`config.mk`:
```
export PLATFORM = sky130hd
export DESIGN_NAME = spi_apb_master
export DESIGN_NICKNAME = d
export VERILOG_FILES = /design/src/rtl/spi_apb_pkg.sv /design/src/rtl/spi_slave_shifter.sv /design/src/rtl/spi_apb_master.sv
export SDC_FILE = /design/constraint.sdc
export NUM_CORES = 1
export LEC_CHECK = 0
export BUFFER_PORTS_ARGS = -buffer_cell sky130_fd_sc_hd__buf_2
export CAP_MARGIN = 20
export CORE_MARGIN = 2
export CORE_UTILIZATION = 58
export CTS_CLUSTER_DIAMETER = 150
export DETAILED_ROUTE_END_ITERATION = 10
export GPL_TIMING_DRIVEN = 1
export PLACE_DENSITY = 0.78
export SYNTH_ARGS = -nofsm -noshare
export SYNTH_HDL_FRONTEND = slang
export SYNTH_HIERARCHICAL = 1
export SYNTH_SLANG_ARGS = --single-unit
```
`constraint.sdc`:
```
create_clock -name pclk -period 2.1 [get_ports pclk]
set_input_delay 0.105 -clock pclk [delete_from_list [all_inputs] [get_ports pclk]]
set_output_delay 0.105 -clock pclk [all_outputs]
set_load 0.05 [all_outputs]
```
`src/rtl/spi_apb_pkg.sv`:
```
// rtl/spi_apb_pkg.sv - shared types, status bit indices and frame geometry for the SPI-to-APB bridge
// Contents: apb_state_e (APB FSM encoding), STAT_* status bit positions,
//           cmd_width()/frame_len() constant functions for the SPI frame layout.
package spi_apb_pkg;

  typedef enum logic [1:0] {
    ST_IDLE   = 2'd0,
    ST_SETUP  = 2'd1,
    ST_ACCESS = 2'd2
  } apb_state_e;

  localparam int STAT_OVERRUN   = 3;
  localparam int STAT_SLVERR    = 2;
  localparam int STAT_TIMEOUT   = 1;
  localparam int STAT_FRAME_ERR = 0;

  // Command field: {rw, bank, addr}
  function automatic int cmd_width(input int bank_num, input int addr_width);
    return 1 + $clog2(bank_num) + addr_width;
  endfunction

  function automatic int frame_len(input int bank_num, input int addr_width, input int data_width);
    return cmd_width(bank_num, addr_width) + data_width;
  endfunction

endpackage

```
`src/rtl/spi_slave_shifter.sv`:
```
// rtl/spi_slave_shifter.sv - oversampling SPI mode-0 slave front end (sync, edge detect, shift registers)
// Ports: pclk/reset        - system clock, synchronous active-high reset
//        sclk/ss/mosi/miso - SPI pins (ss active-low)
//        status/rdata      - word returned on MISO, loaded at ss fall
//        frame_start       - ss fall pulse (flags are read-to-clear on it)
//        cmd_done/cmd      - pulse once CMD_WIDTH bits arrived, with captured command
//        frame_end/frame_len_ok/data - pulse after ss rise on a frame carrying a command
module spi_slave_shifter #(
  parameter int DATA_WIDTH = 8,
  parameter int CMD_WIDTH  = 5,
  parameter int FRAME      = 13
) (
  input  logic                  pclk,
  input  logic                  reset,
  input  logic                  sclk,
  input  logic                  ss,
  input  logic                  mosi,
  input  logic [3:0]            status,
  input  logic [DATA_WIDTH-1:0] rdata,
  output logic                  miso,
  output logic                  frame_start,
  output logic                  cmd_done,
  output logic                  frame_end,
  output logic                  frame_len_ok,
  output logic [CMD_WIDTH-1:0]  cmd,
  output logic [DATA_WIDTH-1:0] data
);

  // Saturating counter wide enough to tell an over-long frame from an exact one.
  localparam int CNT_W = $clog2(FRAME + 2);
  localparam logic [CNT_W-1:0] CNT_MAX = '1;
  // Sync vectors are {sclk, ss, mosi}; ss resets high so no phantom frame is seen.
  localparam logic [2:0] SYNC_RST = 3'b010;

  logic [2:0]            sync1_q, sync1_d, sync2_q, sync2_d, prev_q, prev_d;
  logic [CNT_W-1:0]      cnt_q, cnt_d;
  logic [FRAME-1:0]      sin_q, sin_d, sout_q, sout_d, sout_load;
  logic [CMD_WIDTH-1:0]  cmd_q, cmd_d;
  logic [DATA_WIDTH-1:0] data_q, data_d;
  logic                  cmd_done_q, cmd_done_d, cmd_valid_q, cmd_valid_d;
  logic                  frame_end_q, frame_end_d, len_ok_q, len_ok_d;
  logic                  sclk_rise, sclk_fall, ss_fall, ss_rise, ss_low, mosi_s;

  assign sclk_rise = sync2_q[2] & ~prev_q[2];
  assign sclk_fall = ~sync2_q[2] & prev_q[2];
  assign ss_fall   = ~sync2_q[1] & prev_q[1];
  assign ss_rise   = sync2_q[1] & ~prev_q[1];
  assign ss_low    = ~sync2_q[1];
  assign mosi_s    = sync2_q[0];

  always_comb begin
    sync1_d     = {sclk, ss, mosi};
    sync2_d     = sync1_q;
    prev_d      = sync2_q;
    cnt_d       = cnt_q;
    sin_d       = sin_q;
    sout_d      = sout_q;
    cmd_d       = cmd_q;
    data_d      = data_q;
    cmd_done_d  = 1'b0;
    cmd_valid_d = cmd_valid_q;
    frame_end_d = 1'b0;
    len_ok_d    = len_ok_q;

    sout_load                  = '0;
    sout_load[FRAME-1 -: 4]    = status;
    sout_load[DATA_WIDTH-1:0]  = rdata;

    if (ss_fall) begin
      cnt_d       = '0;
      cmd_valid_d = 1'b0;
      sout_d      = sout_load;
    end else if (ss_low) begin
      if (sclk_rise) begin
        sin_d = {sin_q[FRAME-2:0], mosi_s};
        if (cnt_q != CNT_MAX) cnt_d = cnt_q + 1'b1;
        if (cnt_q == CNT_W'(CMD_WIDTH - 1)) begin
          cmd_d       = sin_d[CMD_WIDTH-1:0];
          cmd_done_d  = 1'b1;
          cmd_valid_d = 1'b1;
        end
      end
      if (sclk_fall) sout_d = {sout_q[FRAME-2:0], 1'b0};
    end

    // Frames too short to carry a command are ignored entirely.
    if (ss_rise) begin
      frame_end_d = cmd_valid_q;
      len_ok_d    = (cnt_q == CNT_W'(FRAME));
      data_d      = sin_q[DATA_WIDTH-1:0];
    end
  end

  always_ff @(posedge pclk) begin
    if (reset) begin
      sync1_q     <= SYNC_RST;
      sync2_q     <= SYNC_RST;
      prev_q      <= SYNC_RST;
      cnt_q       <= '0;
      sin_q       <= '0;
      sout_q      <= '0;
      cmd_q       <= '0;
      data_q      <= '0;
      cmd_done_q  <= 1'b0;
      cmd_valid_q <= 1'b0;
      frame_end_q <= 1'b0;
      len_ok_q    <= 1'b0;
    end else begin
      sync1_q     <= sync1_d;
      sync2_q     <= sync2_d;
      prev_q      <= prev_d;
      cnt_q       <= cnt_d;
      sin_q       <= sin_d;
      sout_q      <= sout_d;
      cmd_q       <= cmd_d;
      data_q      <= data_d;
      cmd_done_q  <= cmd_done_d;
      cmd_valid_q <= cmd_valid_d;
      frame_end_q <= frame_end_d;
      len_ok_q    <= len_ok_d;
    end
  end

  assign miso         = ss_low & sout_q[FRAME-1];
  assign frame_start  = ss_fall;
  assign cmd_done     = cmd_done_q;
  assign frame_end    = frame_end_q;
  assign frame_len_ok = len_ok_q;
  assign cmd          = cmd_q;
  assign data         = data_q;

endmodule

```
`src/rtl/spi_apb_master.sv`:
```
// rtl/spi_apb_master.sv - SPI-to-APB3 bridge: one SPI frame becomes one APB transfer
// Ports: pclk/reset         - system/APB clock, synchronous active-high reset
//        sclk/ss/mosi/miso  - SPI mode-0 slave pins (ss active-low)
//        b_paddr/b_psel/b_penable/b_pwrite/b_pwdata - APB3 request side
//        b_prdata/b_pready/b_pslverr                - APB3 response side
module spi_apb_master
  import spi_apb_pkg::*;
#(
  parameter int DATA_WIDTH     = 8,
  parameter int ADDR_WIDTH     = 3,
  parameter int BANK_NUM       = 2,
  parameter int TIMEOUT_CYCLES = 16
) (
  input  logic                  pclk,
  input  logic                  reset,
  input  logic                  sclk,
  input  logic                  ss,
  input  logic                  mosi,
  output logic                  miso,
  output logic [ADDR_WIDTH-1:0] b_paddr,
  output logic [BANK_NUM-1:0]   b_psel,
  output logic                  b_penable,
  output logic                  b_pwrite,
  output logic [DATA_WIDTH-1:0] b_pwdata,
  input  logic [DATA_WIDTH-1:0] b_prdata,
  input  logic                  b_pready,
  input  logic                  b_pslverr
);

  localparam int BANK_W    = $clog2(BANK_NUM);
  localparam int CMD_WIDTH = cmd_width(BANK_NUM, ADDR_WIDTH);
  localparam int FRAME     = frame_len(BANK_NUM, ADDR_WIDTH, DATA_WIDTH);
  localparam int WAIT_W    = $clog2(TIMEOUT_CYCLES);

  logic [CMD_WIDTH-1:0]  cmd;
  logic [DATA_WIDTH-1:0] wr_data;
  logic                  frame_start, cmd_done, frame_end, frame_len_ok;

  apb_state_e            state_q, state_d;
  logic [ADDR_WIDTH-1:0] paddr_q, paddr_d;
  logic [BANK_NUM-1:0]   psel_q, psel_d;
  logic                  penable_q, penable_d, pwrite_q, pwrite_d;
  logic [DATA_WIDTH-1:0] pwdata_q, pwdata_d, rdata_q, rdata_d;
  logic [3:0]            status_q, status_d;
  logic [WAIT_W-1:0]     wait_q, wait_d;

  logic                  cmd_rw, bank_bad, launch;
  logic [BANK_W-1:0]     cmd_bank;
  logic [ADDR_WIDTH-1:0] cmd_addr;

  spi_slave_shifter #(
    .DATA_WIDTH (DATA_WIDTH),
    .CMD_WIDTH  (CMD_WIDTH),
    .FRAME      (FRAME)
  ) u_shifter (
    .pclk         (pclk),
    .reset        (reset),
    .sclk         (sclk),
    .ss           (ss),
    .mosi         (mosi),
    .status       (status_q),
    .rdata        (rdata_q),
    .miso         (miso),
    .frame_start  (frame_start),
    .cmd_done     (cmd_done),
    .frame_end    (frame_end),
    .frame_len_ok (frame_len_ok),
    .cmd          (cmd),
    .data         (wr_data)
  );

  assign cmd_rw   = cmd[CMD_WIDTH-1];
  assign cmd_bank = cmd[CMD_WIDTH-2 -: BANK_W];
  assign cmd_addr = cmd[ADDR_WIDTH-1:0];
  assign bank_bad = (int'(cmd_bank) >= BANK_NUM);
  // Reads go out as soon as the command is in; writes wait for a complete frame.
  assign launch   = (cmd_done && !cmd_rw) || (frame_end && cmd_rw && frame_len_ok);

  always_comb begin
    state_d   = state_q;
    paddr_d   = paddr_q;
    psel_d    = psel_q;
    penable_d = penable_q;
    pwrite_d  = pwrite_q;
    pwdata_d  = pwdata_q;
    rdata_d   = rdata_q;
    wait_d    = wait_q;
    // Read-to-clear happens first so an event in the same cycle survives.
    status_d  = frame_start ? 4'b0000 : status_q;

    if (frame_end && cmd_rw && !frame_len_ok) status_d[STAT_FRAME_ERR] = 1'b1;
    if (launch && state_q != ST_IDLE) status_d[STAT_OVERRUN] = 1'b1;

    case (state_q)
      ST_IDLE: begin
        if (launch) begin
          if (bank_bad) begin
            status_d[STAT_SLVERR] = 1'b1;
            if (!cmd_rw) rdata_d = '1;
          end else begin
            state_d  = ST_SETUP;
            paddr_d  = cmd_addr;
            pwrite_d = cmd_rw;
            pwdata_d = wr_data;
            psel_d   = BANK_NUM'(1) << cmd_bank;
          end
        end
      end
      ST_SETUP: begin
        state_d   = ST_ACCESS;
        penable_d = 1'b1;
        wait_d    = '0;
      end
      ST_ACCESS: begin
        if (b_pready) begin
          state_d   = ST_IDLE;
          psel_d    = '0;
          penable_d = 1'b0;
          if (!pwrite_q) rdata_d = b_prdata;
          if (b_pslverr) status_d[STAT_SLVERR] = 1'b1;
        end else if (wait_q == WAIT_W'(TIMEOUT_CYCLES - 1)) begin
          state_d   = ST_IDLE;
          psel_d    = '0;
          penable_d = 1'b0;
          status_d[STAT_TIMEOUT] = 1'b1;
          if (!pwrite_q) rdata_d = '1;
        end else begin
          wait_d = wait_q + 1'b1;
        end
      end
      default: state_d = ST_IDLE;
    endcase
  end

  always_ff @(posedge pclk) begin
    if (reset) begin
      state_q   <= ST_IDLE;
      paddr_q   <= '0;
      psel_q    <= '0;
      penable_q <= 1'b0;
      pwrite_q  <= 1'b0;
      pwdata_q  <= '0;
      rdata_q   <= '0;
      status_q  <= '0;
      wait_q    <= '0;
    end else begin
      state_q   <= state_d;
      paddr_q   <= paddr_d;
      psel_q    <= psel_d;
      penable_q <= penable_d;
      pwrite_q  <= pwrite_d;
      pwdata_q  <= pwdata_d;
      rdata_q   <= rdata_d;
      status_q  <= status_d;
      wait_q    <= wait_d;
    end
  end

  assign b_paddr   = paddr_q;
  assign b_psel    = psel_q;
  assign b_penable = penable_q;
  assign b_pwrite  = pwrite_q;
  assign b_pwdata  = pwdata_q;

endmodule
```
==> results_dict.tcl, run 1 <==
set metrics [dict create \
    p_per_area_nw_per_um2 759 \
    cp-end-kind "register" \
    critical_path_depth 5 \
    via_per_inst 5.65 \
    rsz0062_at_grt "false" \
    path_max_fanout 12 \
    p_switching_mw 0.619 \
    syn_nets 370 \
    drtIter0Drc 133 \
    async_reset_ff_share_pct 0 \
    final-hold-violation-count 0 \
    htreeDepth 3 \
    cts_tree "done" \
    start_kind "register" \
    die-height_um 80.0 \
    nFillCells 438 \
    path_delay_family "compound AO/OA/AOI/OAI gates" \
    dpl.hpwl_mm 4.49 \
    dieArea_um2 6400 \
    crit_chain "inv_1 > ha_1 > a21boi_4 > mux2i_1 > nor2_1" \
    synth.ff_latch_count 83 \
    arrival_ps 1950 \
    r2r_slack_ps 380 \
    final.period_utilization_pct 82.0 \
    io_pins 31 \
    clk_pin_slew_ps 80 \
    post_cts_buffers 0 \
    rows 27 \
    worst-r2r-cell-count 5 \
    synthXorXnorAreaFrac_pct 0.523 \
    r2r_start "state_q[0]" \
    antenna_found_initial 0 \
    drt-wirelength-per-cell_um 14.5 \
    clkPwrFrac_pct 42.4 \
    syn_area_um2 3350 \
    drv_slew 0 \
    worst_pin_slew_ps 523 \
    relSlewSlack_pct 65.0 \
    p_leak_nw 1.44 \
    ys_warn_count 6 \
    cts_resized 0 \
    internal-power_mw 2.27 \
    drc 0 \
    synth_top_family_by_area "simple AND/OR/NAND/NOR gates" \
    start_util_pct 60.5 \
    status "complete, no violations" \
    gp_congestion 0.792 \
    layout-drive-gt1-share_pct 18.7 \
    hold_path_end "rdata_q[4]" \
    clk_latency_ps 350 \
    min_from "b_prdata[4]" \
    overflow 0 \
    switching_share_pct 21.4 \
    grt_pass1_vias 2398 \
    cts_buffers 9 \
    max_freq_ghz 0.581 \
    vias 2580 \
    root_buffer "clkbuf_8" \
    finClkSkew_ps 9.39 \
    route.final.wire_length_mm 6.62 \
    nNetsFinal 405 \
    post-place-ws_ps 367 \
    final_common_cell "dfxtp_1" \
    synthMuxAreaShare_pct 5.98 \
    grt_first_pass_wirelength_mm 11.2 \
    p_seq_share_pct 54.8 \
    core_area_um2 5540 \
    ir_worst_vdd_v 0.000590 \
    port_buffers 30 \
    avgSynthCellArea_um2 9.68 \
    cts_buffer_depth 2 \
    area_growth_syn_to_layout_pct 13.8 \
    holdPathStages 2 \
    hold_class "primary input to register" \
    antenna_cells 0 \
    synth-edff-count 0 \
    ctsHoldBuffers 3 \
    post-route-min-period_ps 1720 \
    fin_ws_ps 379 \
    synth_simple_gate_area_share_pct 18.9 \
    clock_sinks 83 \
    setup_viol 0 \
    die_width_um 80.0 \
    finalSetupTns_ps 0 \
    synth_cell_type_count 48 \
    dr.pass1.iters 4 \
    worstReg2RegEnd "b_pwdata[1]" \
    worstPathRequired_ps 2330 \
    synthCells 346 \
    layout_common_cells "dfxtp_1, nand2_1, nor2_1, buf_2, a21oi_1" \
    grt.total_usage_pct 22.3 \
    finalNonFillerCells 457 \
    grt_max_degree 44 \
    power_frac_comb_pct 2.8 \
    synth_fa_ha_area_share_pct 3.36 \
    ys_seq_area_share_pct 49.6 \
    cap_viol_max_count 0 \
    slowest_stage "a21boi_4" \
    place_inst 439 \
    crit_buf_inv 1 \
    worst_path_largest_cell_delay_ps 520 \
    path_class "register to register" \
    synth_compound_area_share_pct 17.7 \
    ant_nets 0 \
    synth_flop_cell "dfxtp_1" \
]
[Yosys cell counts (2+ instances only)]
library cell  instances  share of area [%]
a21o_1                5                1.1
or2_2                 3               0.56
a41oi_1               2               0.52
a2bb2oi_1             6                1.6
inv_1                11                1.2
a21oi_1              24                3.6
nand3_1               5               0.75
o221a_2               6                2.0
buf_6                 2               0.67
a211oi_1              2               0.45
nand2b_1              6                1.1
nand3b_1              2               0.45
mux2i_1              20                6.0
a22oi_1               8                1.8
ha_1                  9                3.4
nand2_1              42                4.7
nor2b_1              15                2.8
dfxtp_1              83                 50
nor3b_1               2               0.45
o21ai_0               4               0.60
a22o_1                5                1.3
a31oi_1               3               0.56
buf_2                 4               0.60
a32oi_1               3               0.78
nor2_1               37                4.1
nand4_1               2               0.37
nor3_1                3               0.45
o221a_1               2               0.67
clkbuf_1             11                1.2
[per-stage QoR]
| step | utilization [%] | hold WS [ps] | power (mW) | cell area (um2) |
|---|---|---|---|---|
| after floorplan | - | 209 | 1.67 | 3350 |
| after global placement | 64.4 | 292 | 1.70 | 3570 |
| after detailed placement | 64.4 | 291 | 1.70 | 3570 |
| after CTS | 68.8 | 11.9 | 2.92 | 3810 |
| after global routing | 68.8 | 17.3 | 2.98 | 3810 |
| final | 68.8 | 19.4 | 2.89 | 3810 |
[worst max-delay path by stage]
stage / start / endpoint
2_1_floorplan: u_shifter/prev_q[1] / u_shifter/cmd[1]
3_3_place_gp: state_q[0] / b_pwdata[6]
3_5_place_dp: state_q[0] / b_pwdata[1]
4_1_cts: state_q[0] / b_pwdata[2]
5_1_grt: state_q[1] / b_pwdata[1]
6_report: state_q[0] / b_pwdata[1]
[final cells by class]
type	instances	area, um2	share of cell area [%]
Sequential cell	83	1660	43.6
Timing Repair Buffer	42	248	6.50
Clock buffer	9	124	3.25
Clock inverter	6	88.8	2.33
Multi-Input combinational cell	234	1560	40.9
Inverter	11	41.3	1.08
Tap cell	72	90.1	2.36
[registers in the layout, summed over array words and instances (netlist names)]
signal / flops
b_paddr: 3
u_shifter/prev_q: 2
b_pwrite: 1
u_shifter/data: 8
status_q: 4
u_shifter/prev_d: 3
u_shifter/cnt_q: 4
u_shifter/frame_end: 1
wait_q: 4
b_penable: 1
b_pwdata: 8
u_shifter/sync1_q: 3
u_shifter/cmd_valid_q: 1
b_psel: 2
u_shifter/sin_q: 8
rdata_q: 8
u_shifter/cmd_done: 1
state_q: 2
u_shifter/cmd: 5
u_shifter/sout_q: 13
u_shifter/frame_len_ok: 1
[logic make-up (layout without fill, tap and decap cells)]
kind of cell               count (synthesis)  after routing
and+or+nand+nor                          126            126
DFF                                       83             83
AOI/OAI and AO/OA                         77             77
buffers and inverters                     29             68
muxes                                     20             20
adders and majority gates                  9              9
xor gates and xnor gates                   2              2
[layer usage]
metal / GRT usage (%) / vias up / part of all wire [%]
li1: - / 1277 / -
met1: 27.6 / 1253 / 47
met2: 38.3 / 40 / 49
met3: 4.86 / 10 / 3.4
met4: 7.63 / 0 / 1.3
met5: 0 / - / 0
[worst reg2reg max path: cells and delay by family (launching register included)]
kind | cells | cell delay, ps
AO/OA/AOI/OAI | 1 | 520
flip-flops | 1 | 330
adder cells (fa/ha/maj) | 1 | 320
multiplexers | 1 | 260
buffers and inverters | 1 | 130
AND/OR/NAND/NOR | 1 | 60
[power groups by stage]
| stage | sequential, mW | clock (mW) | combinational, mW |
|---|---|---|---|
| after floorplan | 1.62 | 0 | 0.0483 |
| after global placement | 1.62 | 0 | 0.0760 |
| after detailed placement | 1.62 | 0 | 0.0766 |
| after CTS | 1.58 | 1.25 | 0.0819 |
| after global routing | 1.59 | 1.31 | 0.0889 |
| final | 1.58 | 1.23 | 0.0819 |
Note: power is estimated with default switching activity, not from simulation.
==> run 2: changes to the inputs <==
- clock period: 2.1 -> 1.7 ns (I/O delays scaled with it)
==> run 2 against run 1 <==
Against the previous run: combinational power grew 43%; register-to-register slack worse by 260 ps; first-iteration DRC count is 18% higher; power grew 14%; sequential power up 24%.
==> results_dict.tcl, run 2 (synthesized netlist as in run 1, its figures left out) <==
set metrics [dict create \
    status "complete, no violations" \
    path_delay_family "compound AO/OA/AOI/OAI gates" \
    final_common_cell "dfxtp_1" \
    ant_nets 0 \
    p_per_area_nw_per_um2 849 \
    max_freq_ghz 0.633 \
    core_area_um2 5540 \
    clk_latency_ps 340 \
    cp-end-kind "register" \
    via_per_inst 5.51 \
    drt-wirelength-per-cell_um 13.8 \
    clock_sinks 83 \
    htreeDepth 3 \
    gp_congestion 0.810 \
    drv_slew 0 \
    cap_viol_max_count 0 \
    final_area_um2 3890 \
    place_area_um2 3590 \
    vias 2583 \
    layout_common_cells "dfxtp_1, nand2_1, nor2_1, buf_2, a21oi_1" \
    dr.pass1.iters 4 \
    cts_buffers 9 \
    route.final.wire_length_mm 6.48 \
    drc 0 \
    finalSetupTns_ps 0 \
    cts_buffer_depth 2 \
    port_buffers 30 \
    grt_util_met1_pct 26.8 \
    path_class "register to register" \
    die_width_um 80.0 \
    cts_tree "done" \
    final.period_utilization_pct 92.9 \
    dpl.hpwl_mm 4.41 \
    root_buffer "clkbuf_8" \
    antenna_cells 0 \
    grt_first_pass_wirelength_mm 11.0 \
    busiest_layer "met2" \
    nNetsFinal 417 \
    ir_worst_vdd_v 0.000879 \
    final-hold-violation-count 0 \
    relSlewSlack_pct 68.1 \
    grt_pass1_vias 2456 \
    rows 27 \
    dieArea_um2 6400 \
    rsz0062_at_grt "false" \
    die-height_um 80.0 \
    r2r_slack_ps 120 \
    crit_buf_inv 1 \
    io_pins 31 \
    clk_pin_slew_ps 80 \
    setup_viol 0 \
    worstPathRequired_ps 1940 \
    post-place-ws_ps 116 \
    start_kind "register" \
    worst_path_largest_cell_delay_ps 360 \
    worst_pin_slew_ps 479 \
    post-route-min-period_ps 1580 \
    fin_ws_ps 121 \
    regMostFlops "u_shifter/sout_q" \
    slowest_stage "dfxtp_1" \
    final_util_pct 70.3 \
    finClkSkew_ps 8.02 \
    met2_usage_pct 37.0 \
    drtIter0Drc 157 \
    path_max_fanout 8 \
    start_util_pct 60.5 \
    antenna_found_initial 0 \
    area_growth_syn_to_layout_pct 16.2 \
    met3_usage_pct 6.79 \
    arrival_ps 1820 \
    nFillCells 441 \
    hold_class "primary input to register" \
    p_leak_nw 1.47 \
    grt_max_degree 49 \
    grt.total_usage_pct 21.9 \
    layout-drive-gt1-share_pct 19.1 \
    crit_chain "ha_1 > a31oi_4 > nor3b_4 > buf_4 > o221a_2" \
    largest_reg_flops 13 \
    overflow 0 \
]
## run 2: tightest hold or removal path: stages
cell     delay (ps)
buf_2            80
a32oi_1          90
nor2_1           80
## run 2: timing repair
action,in CTS,in global routing
hold endpoints to repair,8,3
gates resized for setup,0,3
setup endpoints to repair,0,13
hold buffers,8,3
buffers inserted,0,1
## run 2: worst paths after layout
path	from	to	cells past startpoint
worst max-delay path	wait_q[0]	rdata_q[4]	5
worst min-delay path	b_pslverr	status_q[2]	3
worst max register to register	wait_q[0]	rdata_q[4]	5
worst min register to register	u_shifter/sync1_q[1]	u_shifter/prev_d[1]	1
## run 2: report_power, final
group	switching, mW	internal [mW]	leakage (nW)	total, mW
registers	0.00584	1.95	0.670	1.96
clock network	0.670	0.560	0.0774	1.23
logic	0.0655	0.0516	0.722	0.117
total	0.742	2.56	1.47	3.30
## run 2: per-layer routing
metal / wire length (um) / vias up
li1: - / 1300
met3: 295 / 8
met1: 2910 / 1208
met4: 82 / 0
met5: 0 / -
met2: 3190 / 67
## run 2: layout make-up
class	instances	area, um2	share of cell area [%]
Sequential cell	83	1660	42.7
Inverter	11	41.3	1.06
Tap cell	72	90.1	2.31
Clock buffer	11	141	3.63
Multi-Input combinational cell	234	1570	40.3
Timing Repair Buffer	54	362	9.29
Clock inverter	4	27.5	0.707
## run 2: metrics by stage
| stage | power [mW] | hold WS (ps) | cells |
|---|---|---|---|
| 2_1_floorplan | 2.06 | 189 | 346 |
| 3_3_place_gp | 2.10 | 272 | 442 |
| 3_5_place_dp | 2.10 | 273 | 442 |
| 4_1_cts | 3.33 | 4.47 | 465 |
| 5_1_grt | 3.43 | 52.9 | 469 |
| 6_report | 3.30 | 23.0 | 469 |
==> run 3: changes to the inputs <==
- MAX_ROUTING_LAYER: not set -> met4
==> run 3 against run 2 <==
Against the previous run: combinational power about the same; routed wire length decreased by 0.56%; sequential share of layout area increased by 0.082 points; flip-flop and latch count unchanged; first-iteration DRC count decreased by 3.8%; cell count decreased by 0.21%; critical path type unchanged; largest cell class unchanged; largest power group unchanged.
==> results_dict.tcl, run 3 (synthesized netlist as in run 1, its figures left out) <==
set metrics [dict create \
    overflow 0 \
    nNetsFinal 416 \
    fin_total_pwr_mw 3.31 \
    r2r_slack_ps 130 \
    final_common_cell "dfxtp_1" \
    p_switching_mw 0.743 \
    relSlewSlack_pct 68.1 \
    finalNonFillerCells 468 \
    grt_max_degree 49 \
    switching_share_pct 22.5 \
    htreeDepth 3 \
    final_area_um2 3880 \
    place_inst 442 \
    drc 0 \
    dieArea_um2 6400 \
    die_width_um 80.0 \
    regMostFlops "u_shifter/sout_q" \
    grt.total_usage_pct 22.6 \
    area_growth_syn_to_layout_pct 16.0 \
    cts_buffers 9 \
    slowest_stage "dfxtp_1" \
    internal-power_mw 2.56 \
    route.final.wire_length_mm 6.44 \
    worst_path_largest_cell_delay_ps 410 \
    r2r_start "wait_q[0]" \
    via_per_inst 5.47 \
    port_buffers 30 \
    io_pins 31 \
    busiest_layer "met2" \
    hold_ws_ps 21.1 \
    root_buffer "clkbuf_8" \
    core_area_um2 5540 \
    dr.pass1.iters 5 \
    cap_viol_max_count 0 \
    layout-drive-gt1-share_pct 18.9 \
    hold_path_end "status_q[2]" \
    max_freq_ghz 0.635 \
    ir_worst_vdd_v 0.000880 \
    vias 2562 \
    p_per_area_nw_per_um2 851 \
    antenna_cells 0 \
    post-route-min-period_ps 1570 \
    antenna_found_initial 0 \
    path_class "register to register" \
    worstPathRequired_ps 1990 \
    layout_common_cells "dfxtp_1, nand2_1, nor2_1, buf_2, a21oi_1" \
    final.period_utilization_pct 92.6 \
    rows 27 \
    grt_first_pass_wirelength_mm 11.1 \
    p_seq_share_pct 59.2 \
    start_util_pct 60.5 \
    met3_usage_pct 6.79 \
    clock_sinks 83 \
    power_frac_comb_pct 3.5 \
    post_cts_buffers 0 \
    hold_class "primary input to register" \
    clk_pin_slew_ps 80 \
    crit_chain "ha_1 > a31oi_4 > nor3b_4 > o221a_2" \
    worstReg2RegEnd "rdata_q[4]" \
    clk_latency_ps 340 \
    cp-end-kind "register" \
    cts_tree "done" \
    finalSetupTns_ps 0 \
    drtIter0Drc 151 \
    finClkSkew_ps 7.64 \
    arrival_ps 1870 \
    ant_nets 0 \
    setup_viol 0 \
    worst-r2r-cell-count 4 \
    die-height_um 80.0 \
    grt_util_met1_pct 27.0 \
    final-hold-violation-count 0 \
    min_from "b_pslverr" \
    rsz0062_at_grt "false" \
    start_kind "register" \
    largest_reg_flops 13 \
    met2_usage_pct 37.0 \
    p_leak_nw 1.46 \
    gp_congestion 0.822 \
    status "complete, no violations" \
    grt_pass1_vias 2453 \
    path_max_fanout 8 \
    worst_pin_slew_ps 479 \
    clkPwrFrac_pct 37.3 \
    place_area_um2 3590 \
    holdPathStages 3 \
    drv_slew 0 \
    drt-wirelength-per-cell_um 13.8 \
    cts_buffer_depth 2 \
    dpl.hpwl_mm 4.41 \
]
[run 3: changes by cell type in the layout (fill, tap and decap cells not counted)]
| cell | before | now |
|---|---|---|
| buf_4 | 12 | 11 |
[run 3: power groups by stage]
stage          Clock [mW]  Sequential (mW)  Combinational, mW
2_1_floorplan           0             2.00             0.0596
3_3_place_gp            0             2.00             0.0962
3_5_place_dp            0             2.00             0.0976
4_1_cts              1.26             1.96              0.112
5_1_grt              1.35             1.96              0.129
6_report             1.23             1.96              0.117
[run 3: layout make-up]
class                      count  area [um2]
fill                         443        1660
tap                           72        90.1
clock inverter                 4        27.5
multi-input combinational    234        1570
timing repair buffer          53         354
clock buffer                  11         141
sequential                    83        1660
inverter                      11        41.3
[run 3: routing by layer]
layer  vias to the layer above  wire, um  part of all wire (%)
li1                       1298         -                     -
met1                      1207      2970                    46
met2                        51      3160                    49
met3                         6       265                   4.1
met4                         0        49                  0.76
met5                         -         0                     0
[run 3: repair_timing]
action	4_1_cts	5_1_grt
hold buffers	8	3
setup endpoints to repair	0	12
endpoints found under the hold margin	8	3
resized for setup	0	3
[run 3: worst max-delay path by stage]
stage                        startpoint          endpoint  cells past startpoint
floorplan           u_shifter/prev_q[1]  u_shifter/cmd[1]                      6
global placement    u_shifter/prev_d[1]  u_shifter/cmd[0]                      4
detailed placement           state_q[0]       b_pwdata[0]                      6
CTS                          state_q[0]       b_pwdata[0]                      6
global route                  wait_q[0]        rdata_q[4]                      4
finish                        wait_q[0]        rdata_q[4]                      4
[run 3: worst max-delay path: cells and delay by family (launching register included)]
family	cells	cell delay, ps
adders and majority gates	1	320
DFF	1	410
AOI/OAI and AO/OA	2	410
and+or+nand+nor	1	380
[run 3: metrics by stage]
step / util (%) / worst slack (ps)
2_1_floorplan: - / 190
3_3_place_gp: 64.8 / 196
3_5_place_dp: 64.8 / 116
4_1_cts: 69.3 / 115
5_1_grt: 70.1 / 0.528
6_report: 70.1 / 125
